File: src/rtl/mem_arb_pkg.sv
// Shared types and widths for the instruction/data memory-port arbiter.
package mem_arb_pkg;

  localparam int ADDR_W   = 32;
  localparam int DATA_W   = 32;
  localparam int STREAK_W = 4;

  typedef enum logic [1:0] {
    IDLE      = 2'd0,
    ISSUE     = 2'd1,
    WAIT_RESP = 2'd2
  } arb_state_t;

  typedef enum logic {
    OWN_I = 1'b0,
    OWN_D = 1'b1
  } arb_owner_t;

  typedef struct packed {
    logic                wen;
    logic [ADDR_W-1:0]   addr;
    logic [DATA_W-1:0]   wdata;
    logic [DATA_W/8-1:0] wmask;
  } mem_cmd_t;

endpackage

File: src/rtl/mem_port_arbiter_if.sv
// Fetch, data and memory-side handshake bundle; slave is the arbiter's view, master the environment's.
interface mem_port_arbiter_if
  import mem_arb_pkg::*;
  ();

  logic                i_req_valid;
  logic                i_req_ready;
  logic [ADDR_W-1:0]   i_req_addr;
  logic                i_resp_valid;
  logic [DATA_W-1:0]   i_resp_rdata;
  logic                i_flush;

  logic                d_req_valid;
  logic                d_req_ready;
  logic                d_req_wen;
  logic [ADDR_W-1:0]   d_req_addr;
  logic [DATA_W-1:0]   d_req_wdata;
  logic [DATA_W/8-1:0] d_req_wmask;
  logic                d_resp_valid;
  logic [DATA_W-1:0]   d_resp_rdata;

  logic                mem_cmd_valid;
  logic                mem_cmd_ready;
  logic                mem_cmd_wen;
  logic [ADDR_W-1:0]   mem_cmd_addr;
  logic [DATA_W-1:0]   mem_cmd_wdata;
  logic [DATA_W/8-1:0] mem_cmd_wmask;
  logic                mem_resp_valid;
  logic [DATA_W-1:0]   mem_resp_rdata;

  modport slave (
    input  i_req_valid, i_req_addr, i_flush,
    output i_req_ready, i_resp_valid, i_resp_rdata,
    input  d_req_valid, d_req_wen, d_req_addr, d_req_wdata, d_req_wmask,
    output d_req_ready, d_resp_valid, d_resp_rdata,
    output mem_cmd_valid, mem_cmd_wen, mem_cmd_addr, mem_cmd_wdata, mem_cmd_wmask,
    input  mem_cmd_ready, mem_resp_valid, mem_resp_rdata
  );

  modport master (
    output i_req_valid, i_req_addr, i_flush,
    input  i_req_ready, i_resp_valid, i_resp_rdata,
    output d_req_valid, d_req_wen, d_req_addr, d_req_wdata, d_req_wmask,
    input  d_req_ready, d_resp_valid, d_resp_rdata,
    input  mem_cmd_valid, mem_cmd_wen, mem_cmd_addr, mem_cmd_wdata, mem_cmd_wmask,
    output mem_cmd_ready, mem_resp_valid, mem_resp_rdata
  );

endinterface

File: src/rtl/mem_arb_picker.sv
// Winner selection between fetch and data requesters. Default: D priority with an I starvation
// guard; with ARB_ROUND_ROBIN_EN defined, contested grants alternate instead.
module mem_arb_picker
  import mem_arb_pkg::*;
#(
  parameter int MAX_D_STREAK = 4
) (
  input  logic clk,
  input  logic reset,
  input  logic grant_en,
  input  logic i_req_valid,
  input  logic d_req_valid,
  output logic grant_i,
  output logic grant_d
);

`ifdef ARB_ROUND_ROBIN_EN
  arb_owner_t rr_last_reg, rr_last_next;

  always_comb begin
    grant_i      = 1'b0;
    grant_d      = 1'b0;
    rr_last_next = rr_last_reg;
    if (grant_en) begin
      if (i_req_valid && d_req_valid) begin
        grant_d = (rr_last_reg == OWN_I);
        grant_i = (rr_last_reg == OWN_D);
      end else begin
        grant_i = i_req_valid;
        grant_d = d_req_valid;
      end
      if (grant_i) rr_last_next = OWN_I;
      else if (grant_d) rr_last_next = OWN_D;
    end
  end

  always_ff @(posedge clk) begin
    if (reset) rr_last_reg <= OWN_I;
    else       rr_last_reg <= rr_last_next;
  end
`else
  localparam logic [STREAK_W-1:0] STREAK_MAX = STREAK_W'(MAX_D_STREAK);

  logic [STREAK_W-1:0] streak_reg, streak_next;

  always_comb begin
    grant_i     = 1'b0;
    grant_d     = 1'b0;
    streak_next = streak_reg;
    if (grant_en) begin
      if (i_req_valid && d_req_valid) begin
        grant_i = (streak_reg == STREAK_MAX);
        grant_d = (streak_reg != STREAK_MAX);
      end else begin
        grant_i = i_req_valid;
        grant_d = d_req_valid;
      end
      // Only D grants that kept a waiting fetch out count toward starvation.
      if (grant_i) streak_next = '0;
      else if (grant_d && i_req_valid && streak_reg != STREAK_MAX)
        streak_next = streak_reg + 1'b1;
    end
  end

  always_ff @(posedge clk) begin
    if (reset) streak_reg <= '0;
    else       streak_reg <= streak_next;
  end
`endif

endmodule

File: src/rtl/mem_port_arbiter.sv
// Single-outstanding memory port shared by fetch (I) and data (D) requesters; routes each
// response to the owner. Grant policy selectable with ARB_ROUND_ROBIN_EN (see mem_arb_picker).
module mem_port_arbiter
  import mem_arb_pkg::*;
#(
  parameter int MAX_D_STREAK = 4
) (
  input  logic                clk,
  input  logic                reset,
  mem_port_arbiter_if.slave   bus
);

  arb_state_t state_reg, state_next;
  arb_owner_t owner_reg, owner_next;
  mem_cmd_t   cmd_reg, cmd_next;
  logic       drop_reg, drop_next;
  logic       grant_i, grant_d;

  mem_arb_picker #(
    .MAX_D_STREAK (MAX_D_STREAK)
  ) u_picker (
    .clk         (clk),
    .reset       (reset),
    .grant_en    (state_reg == IDLE && !reset),
    .i_req_valid (bus.i_req_valid),
    .d_req_valid (bus.d_req_valid),
    .grant_i     (grant_i),
    .grant_d     (grant_d)
  );

  assign bus.mem_cmd_wen   = cmd_reg.wen;
  assign bus.mem_cmd_addr  = cmd_reg.addr;
  assign bus.mem_cmd_wdata = cmd_reg.wdata;
  assign bus.mem_cmd_wmask = cmd_reg.wmask;

  always_comb begin
    state_next        = state_reg;
    owner_next        = owner_reg;
    cmd_next          = cmd_reg;
    drop_next         = drop_reg;
    bus.i_req_ready   = 1'b0;
    bus.d_req_ready   = 1'b0;
    bus.mem_cmd_valid = 1'b0;
    bus.i_resp_valid  = 1'b0;
    bus.i_resp_rdata  = '0;
    bus.d_resp_valid  = 1'b0;
    bus.d_resp_rdata  = '0;

    case (state_reg)
      IDLE: begin
        drop_next = 1'b0;
        if (grant_d) begin
          bus.d_req_ready = 1'b1;
          cmd_next.wen    = bus.d_req_wen;
          cmd_next.addr   = bus.d_req_addr;
          cmd_next.wdata  = bus.d_req_wdata;
          cmd_next.wmask  = bus.d_req_wmask;
          owner_next      = OWN_D;
          state_next      = ISSUE;
        end else if (grant_i) begin
          bus.i_req_ready = 1'b1;
          cmd_next.wen    = 1'b0;
          cmd_next.addr   = bus.i_req_addr;
          cmd_next.wdata  = '0;
          cmd_next.wmask  = '0;
          owner_next      = OWN_I;
          state_next      = ISSUE;
        end
      end
      ISSUE: begin
        bus.mem_cmd_valid = 1'b1;
        if (bus.mem_cmd_ready) state_next = WAIT_RESP;
      end
      WAIT_RESP: begin
        if (bus.mem_resp_valid) begin
          state_next = IDLE;
          if (owner_reg == OWN_D) begin
            bus.d_resp_valid = 1'b1;
            bus.d_resp_rdata = bus.mem_resp_rdata;
          end else if (!drop_reg && !bus.i_flush) begin
            // A flush landing on the response cycle itself also suppresses delivery.
            bus.i_resp_valid = 1'b1;
            bus.i_resp_rdata = bus.mem_resp_rdata;
          end
        end
      end
      default: state_next = IDLE;
    endcase

    if (state_reg != IDLE && state_next != IDLE && owner_reg == OWN_I && bus.i_flush)
      drop_next = 1'b1;
    if (state_next == IDLE)
      drop_next = 1'b0;
  end

  always_ff @(posedge clk) begin
    if (reset) begin
      state_reg <= IDLE;
      owner_reg <= OWN_I;
      cmd_reg   <= '0;
      drop_reg  <= 1'b0;
    end else begin
      state_reg <= state_next;
      owner_reg <= owner_next;
      cmd_reg   <= cmd_next;
      drop_reg  <= drop_next;
    end
  end

endmodule

File: src/flat_wrapper.sv
// flat-port wrapper written by rule: the top's interface ports become plain ports
module mem_port_arbiter_flat import mem_arb_pkg::*;
#(
  parameter int MAX_D_STREAK = 4
)
  (clk, reset, bus_i_req_valid, bus_i_req_addr, bus_i_flush, bus_i_req_ready, bus_i_resp_valid, bus_i_resp_rdata, bus_d_req_valid, bus_d_req_wen, bus_d_req_addr, bus_d_req_wdata, bus_d_req_wmask, bus_d_req_ready, bus_d_resp_valid, bus_d_resp_rdata, bus_mem_cmd_valid, bus_mem_cmd_wen, bus_mem_cmd_addr, bus_mem_cmd_wdata, bus_mem_cmd_wmask, bus_mem_cmd_ready, bus_mem_resp_valid, bus_mem_resp_rdata);
  mem_port_arbiter_if bus_i ();
  input  logic clk;
  input  logic reset;
  input wire logic [$bits(bus_i.i_req_valid)-1:0] bus_i_req_valid;
  input wire logic [$bits(bus_i.i_req_addr)-1:0] bus_i_req_addr;
  input wire logic [$bits(bus_i.i_flush)-1:0] bus_i_flush;
  output wire logic [$bits(bus_i.i_req_ready)-1:0] bus_i_req_ready;
  output wire logic [$bits(bus_i.i_resp_valid)-1:0] bus_i_resp_valid;
  output wire logic [$bits(bus_i.i_resp_rdata)-1:0] bus_i_resp_rdata;
  input wire logic [$bits(bus_i.d_req_valid)-1:0] bus_d_req_valid;
  input wire logic [$bits(bus_i.d_req_wen)-1:0] bus_d_req_wen;
  input wire logic [$bits(bus_i.d_req_addr)-1:0] bus_d_req_addr;
  input wire logic [$bits(bus_i.d_req_wdata)-1:0] bus_d_req_wdata;
  input wire logic [$bits(bus_i.d_req_wmask)-1:0] bus_d_req_wmask;
  output wire logic [$bits(bus_i.d_req_ready)-1:0] bus_d_req_ready;
  output wire logic [$bits(bus_i.d_resp_valid)-1:0] bus_d_resp_valid;
  output wire logic [$bits(bus_i.d_resp_rdata)-1:0] bus_d_resp_rdata;
  output wire logic [$bits(bus_i.mem_cmd_valid)-1:0] bus_mem_cmd_valid;
  output wire logic [$bits(bus_i.mem_cmd_wen)-1:0] bus_mem_cmd_wen;
  output wire logic [$bits(bus_i.mem_cmd_addr)-1:0] bus_mem_cmd_addr;
  output wire logic [$bits(bus_i.mem_cmd_wdata)-1:0] bus_mem_cmd_wdata;
  output wire logic [$bits(bus_i.mem_cmd_wmask)-1:0] bus_mem_cmd_wmask;
  input wire logic [$bits(bus_i.mem_cmd_ready)-1:0] bus_mem_cmd_ready;
  input wire logic [$bits(bus_i.mem_resp_valid)-1:0] bus_mem_resp_valid;
  input wire logic [$bits(bus_i.mem_resp_rdata)-1:0] bus_mem_resp_rdata;
  assign bus_i.i_req_valid = bus_i_req_valid;
  assign bus_i.i_req_addr = bus_i_req_addr;
  assign bus_i.i_flush = bus_i_flush;
  assign bus_i_req_ready = bus_i.i_req_ready;
  assign bus_i_resp_valid = bus_i.i_resp_valid;
  assign bus_i_resp_rdata = bus_i.i_resp_rdata;
  assign bus_i.d_req_valid = bus_d_req_valid;
  assign bus_i.d_req_wen = bus_d_req_wen;
  assign bus_i.d_req_addr = bus_d_req_addr;
  assign bus_i.d_req_wdata = bus_d_req_wdata;
  assign bus_i.d_req_wmask = bus_d_req_wmask;
  assign bus_d_req_ready = bus_i.d_req_ready;
  assign bus_d_resp_valid = bus_i.d_resp_valid;
  assign bus_d_resp_rdata = bus_i.d_resp_rdata;
  assign bus_mem_cmd_valid = bus_i.mem_cmd_valid;
  assign bus_mem_cmd_wen = bus_i.mem_cmd_wen;
  assign bus_mem_cmd_addr = bus_i.mem_cmd_addr;
  assign bus_mem_cmd_wdata = bus_i.mem_cmd_wdata;
  assign bus_mem_cmd_wmask = bus_i.mem_cmd_wmask;
  assign bus_i.mem_cmd_ready = bus_mem_cmd_ready;
  assign bus_i.mem_resp_valid = bus_mem_resp_valid;
  assign bus_i.mem_resp_rdata = bus_mem_resp_rdata;
  mem_port_arbiter #(.MAX_D_STREAK(MAX_D_STREAK)) u_core (.clk(clk), .reset(reset), .bus(bus_i));
endmodule
File: config.mk
export PLATFORM = sky130hd
export DESIGN_NAME = mem_port_arbiter_flat
export DESIGN_NICKNAME = d
export VERILOG_FILES = /design/src/rtl/mem_arb_pkg.sv /design/src/rtl/mem_port_arbiter_if.sv /design/src/rtl/mem_arb_picker.sv /design/src/rtl/mem_port_arbiter.sv /design/src/flat_wrapper.sv
export SDC_FILE = /design/constraint.sdc
export NUM_CORES = 1
export LEC_CHECK = 0
export ABC_AREA = 1
export BUFFER_PORTS_ARGS = -buffer_cell sky130_fd_sc_hd__buf_2
export CAP_MARGIN = 40
export CORE_AREA = 2 2 108 110
export DETAILED_ROUTE_END_ITERATION = 8
export DIE_AREA = 0 0 110 112
export PLACE_DENSITY = 0.71
export SLEW_MARGIN = 20
export SYNTH_ARGS = -nofsm -noshare
export SYNTH_HDL_FRONTEND = slang
export SYNTH_SLANG_ARGS = --single-unit
export TNS_END_PERCENT = 10
File: constraint.sdc
create_clock -name clk -period 1.5 [get_ports clk]
set_input_delay 0.3 -clock clk [delete_from_list [all_inputs] [get_ports clk]]
set_output_delay 0.3 -clock clk [all_outputs]
set_load 0.01 [all_outputs]
# Word level (Yosys, flattened, before mapping)
# Index checks and enable logic that the tools add are counted.
[word_totals] ff_bits=77 inputBits=140 output_inout_bits=138
[op_classes] addsub=1 n_eq_ne=4 muxes=39 n_bitwise=1 reduce_logical=21
[ops] op="$mux W32" count=7
[ops] op="$mux W69" count=2
[ops] op="$mux W1" count=23
[ops] op="$reduce_bool A2 Y1" count=5
[ops] op="$logic_and A1 B1 Y1" count=8
[ops] op="$mux W2" count=4
[ops] op="$mux W4" count=2
[ops] op="$pmux W2 S3" count=1
[ops] op="$add A4 B1 Y4 const B" count=1
[ops] op="$eq A4 B3 Y1 const B" count=1
[ops] op="$logic_not A2 Y1" count=2
[ops] op="$ne A4 B3 Y1 const B" count=1
[ops] op="$reduce_and A2 Y1" count=2
[ops] op="$logic_not A1 Y1" count=3
[ops] op="$eq A2 B1 Y1 const B" count=1
[ops] op="$eq A2 B2 Y1 const B" count=1
[ops] op="$reduce_or A2 Y1" count=1
[ops] op="$not A1 Y1" count=1

# Depth between registers and ports, before layout
[logic_depth] ltp_word=12 ltp_mapped=10 mapped_depth_nobuf=9

# Modules after synthesis
# A second synthesis with hierarchy kept.
[unflattened] hier_cells=650 hier_area_um2=3897.5
[by_module_without_submodules] module="mem_port_arbiter" n_inst=1 cells_per_inst=614 area_per_inst_um2=3651.0 seq_area_each_um2=1461.4
[by_module_without_submodules] module="mem_arb_picker" n_inst=1 cells_per_inst=36 area_per_inst_um2=246.5 seq_area_each_um2=80.1

# Least setup slack after synthesis
# OpenSTA, ideal clock, no wires.
[synth_timing] path_type="register to output" start="register u_core.state_reg[1]" end="output bus_d_resp_rdata[10]" t_arrival_ns=1.327 required_time_ns=1.200 setup_slack_ns=-0.127 stages_incl_launch_ff=7 path_buffers=1 path_cell_list="dfxtp_1 > inv_2 > or2_1 > nor3_2 > inv_1 > buf_2 > nor2_1"
[synth_between] elab_chain_len=2
[synth_lines] element="from (decl)" line="mem_port_arbiter.sv:13" rtl="arb_state_t state_reg, state_next;"
[synth_lines] element="from (signal assigned)" line="mem_port_arbiter.sv:103" rtl="state_reg <= state_next;"
[synth_lines] element="$eq A2 B2 Y1" line="mem_port_arbiter.sv:49" rtl="case (state_reg)"
[synth_lines] element="$mux W32" line="mem_port_arbiter.sv:49"
[synth_lines] element="to (decl)" line="flat_wrapper.sv:23" rtl="output wire logic [$bits(bus_i.d_resp_rdata)-1:0] bus_d_resp_rdata;"
# Every way passes these cells.

# Worst setup path after layout
[layout_timing] start="register u_core.state_reg[1]" end="output bus_i_resp_rdata[14]"
[layout_between] elab_chain_len=2
[layout_lines] element="$eq A2 B2 Y1" line="mem_port_arbiter.sv:49"
[layout_lines] element="$mux W32" line="mem_port_arbiter.sv:49"
[layout_lines] element="to (decl)" line="flat_wrapper.sv:15" rtl="output wire logic [$bits(bus_i.i_resp_rdata)-1:0] bus_i_resp_rdata;"
# Every way passes these cells.

==> results.yml <==
sta:
  rsz0062_at_grt: "yes"
  finalMaxSlewViolations: 0
  tightest_slew_ns: 0.4589
  period_needed_ns: 1.983
  hold_viol_final: 0
  slew_headroom_pct: 69.41
  setup_ws_ns: -0.4828
  timing.hold.ws_ns: 0.2124
  setup_viol: 68
  max_freq_ghz: 0.5043
  finalClockSkew_ns: 0.007787
  fin_crit_sh_pct: 132.2
grt:
  grt_max_degree: 47
  grt_overflow: 0
  grt_pass1_vias: 4366
  grt_usage_pct: 20.35
  grt_pass1_wl_mm: 20.05
  antenna_found_initial: 2
clock_tree:
  cts_sinks: 77
  hold_buffers: 0
  cts_tree: "built"
  cts-root-buf: "clkbuf_16"
  path_clk_slew_ns: 0.06
  h-tree-depth: 3
  cts_buffers: 9
  cts_buffer_depth: 2
  clock_latency_ns: 0.33
route:
  drt-wirelength-per-cell_um: 12.31
  dr_wl_met3_um: 881
  drt-met1-wl_mm: 4.991
  met2_length_mm: 6.818
  post-route-drc-count: 0
  wirelength_mm: 12.97
  avgViaCountPerCell: 4.465
  dr.pass1.iters: 5
  maxUsedRoutingLayer: "met4"
  detail-route-antenna-nets: 0
  drtIter0Drc: 149
  vias: 4706
critical_path:
  r2r_start: "u_core.state_reg[1]"
  crit_path_start_kind: "flop"
  rrSetupSlack_ns: 0.03
  r2r_cells: 9
  crit_fanout: 23
  crit_path_end_kind: "primary output"
  arrival_ns: 1.68
  worstPathRequired_ns: 1.20
  regToRegEndpoint: "u_core.bus.mem_cmd_addr[1]"
  crit_type: "reg2out"
yosys:
  synth_area_sq_mm: 0.003844
  syn_avg_cell_area_sq_um: 6.220
  yosysTopAreaCell: "dfxtp_1"
  yosysWarnings: 0
  syn-num-nets: 760
  synth_flop_cell: "dfxtp_1"
  synthArstFlopShare_pct: 0
  syn_inst: 618
  ys_seq_area_share_pct: 40.10
  synth_top_area_share_pct: 40.10
  synth_commonest_cells: "nor2_1 (173), nand2_1 (121), inv_1 (83)"
  synth.distinct_cells: 23
  ys_ff_latch: 77
  synth_area_leaders: "dfxtp_1 (40%), nor2_1 (17%), nand2_1 (12%), inv_1 (8.1%), a21oi_1 (5.1%)"
  synth_edf_count: 0
  synth.most_common_cell: "nor2_1"
hold_path:
  worstHoldEndpoint: "u_core.bus.mem_cmd_wdata[25]"
  worstHoldPathCells: 3
  holdCritStartpoint: "bus_d_req_wdata[25]"
  hold_class: "in2reg"
finish:
  final_layout_size_suffix_gt1_share_pct: 45.21
  area_growth_pct: 68.20
  instances_no_fill: 1054
  nNetsFinal: 1046
die:
  die-area_sq_mm: 0.01232
  rows: 39
  num_io_pins: 278
  fp.dieW_um: 110
  dieHeight_um: 112
  start_util_pct: 34.40
  core_sq_mm: 0.01117
power_and_ir_drop:
  p_leak_nw: 3.422
  max-vdd-ir-drop_mv: 0.4965
  power_density_mw_per_mm2: 854.1
  power_w: 0.005522
run_status:
  violations: "negative setup slack"
  status: "finished with violations"
flow_run:
  max_cap_violations: 0
placed_design:
  dp_hpwl_mm: 9.823
  dp_slack_ns: -0.09637
  port_buffers: 277
  gp_congestion: 0.8373
  dpl.cell_count: 1031
-- metrics by stage --
stage / cell area [sq um] / TNS, ns / utilization, %
5_1_grt: 6462 / -35.94 / 57.83
4_1_cts: 6397 / -27.16 / 57.25
6_report: 6465 / -27.25 / 57.85
2_1_floorplan: 4209 / -1.257 / -
3_3_place_gp: 5856 / -4.043 / 52.40
3_5_place_dp: 5856 / -6.531 / 52.40
-- cell type report --
type	count	area [sq um]
inverter	85	321.6
sequential	77	1544
tap	143	178.9
clock buffer	10	229.0
fill	1069	4710
timing repair buffer	314	1996
multi-input combinational	417	2130
antenna	2	5.005
clock inverter	6	61.31
-- cells in the final DEF, fill, tap and decap left out, types with 2 or more instances in the layout --
cell type,Yosys,final
nand3_1,36,34
dfxtp_1,77,75
nor2_4,2,33
dfxtp_2,0,2
nor2_2,1,32
nand2_1,121,120
nor2_1,173,111
buf_6,3,37
buf_12,0,8
inv_1,83,81
buf_2,18,248
o21ai_0,33,33
clkinv_2,0,3
clkbuf_16,0,9
nor3_4,0,2
diode_2,0,2
a21oi_1,39,35
inv_2,2,3
ha_1,2,2
buf_4,6,20
o21ai_1,2,2
nand3_2,1,2
a21oi_2,0,4
-- how the worst max path moves through the flow --
stage / start / end / slack [ns] / cells after the start
after global routing: u_core.state_reg[1] / bus_i_resp_rdata[14] / -0.56 / 7
after CTS: u_core.state_reg[1] / bus_i_resp_rdata[8] / -0.44 / 7
after detailed placement: u_core.state_reg[1] / bus_d_resp_rdata[7] / -0.1 / 7
after floorplan: u_core.state_reg[1] / bus_d_resp_rdata[10] / -0.04 / 6
after global placement: u_core.state_reg[1] / u_core.bus.mem_cmd_addr[10] / -0.07 / 8
final: u_core.state_reg[1] / bus_i_resp_rdata[14] / -0.48 / 7
-- power by group --
part           switching, W  leakage, nW  total [W]  internal [W]
Clock              0.000828        0.143    0.00211       0.00128
Sequential        0.0000668        0.632    0.00226       0.00219
Combinational      0.000652         2.65    0.00115      0.000496
-- cell families (layout without fill, tap and decap cells) --
logic type	count (synthesis)	count (layout)	synth area share (%)
flip-flops	77	77	40.10
buffers and inverters	124	415	13.87
adder cells (fa/ha/maj)	2	2	0.6509
AND/OR/NAND/NOR	339	339	35.38
other	0	2	0
AO/OA/AOI/OAI	76	76	9.994
-- metal layers --
| layer | GRT usage [%] | vias up |
|---|---|---|
| li1 | - | 2447 |
| met1 | 22.21 | 2074 |
| met2 | 37.75 | 165 |
| met3 | 4.333 | 20 |
| met4 | 7.257 | 0 |
| met5 | 0 | - |
-- worst max-delay path, cell delays in order (launching register included) --
cell and delay, ns:
dfxtp_2 0.33, inv_2 0.03, or2_4 0.25, nor3_4 0.13, nand3_2 0.15, buf_12 0.20
nor2_2 0.10, buf_2 0.14
-- timing repair --
item | in CTS | in global routing
gates cloned | 1 | 0
hold endpoints to repair | 0 | 0
endpoints found under the setup margin | 133 | 133
gates resized for setup | 37 | 15
pin swaps | 5 | 9
buffers inserted | 3 | 1
(Power assumes the default switching activity.)
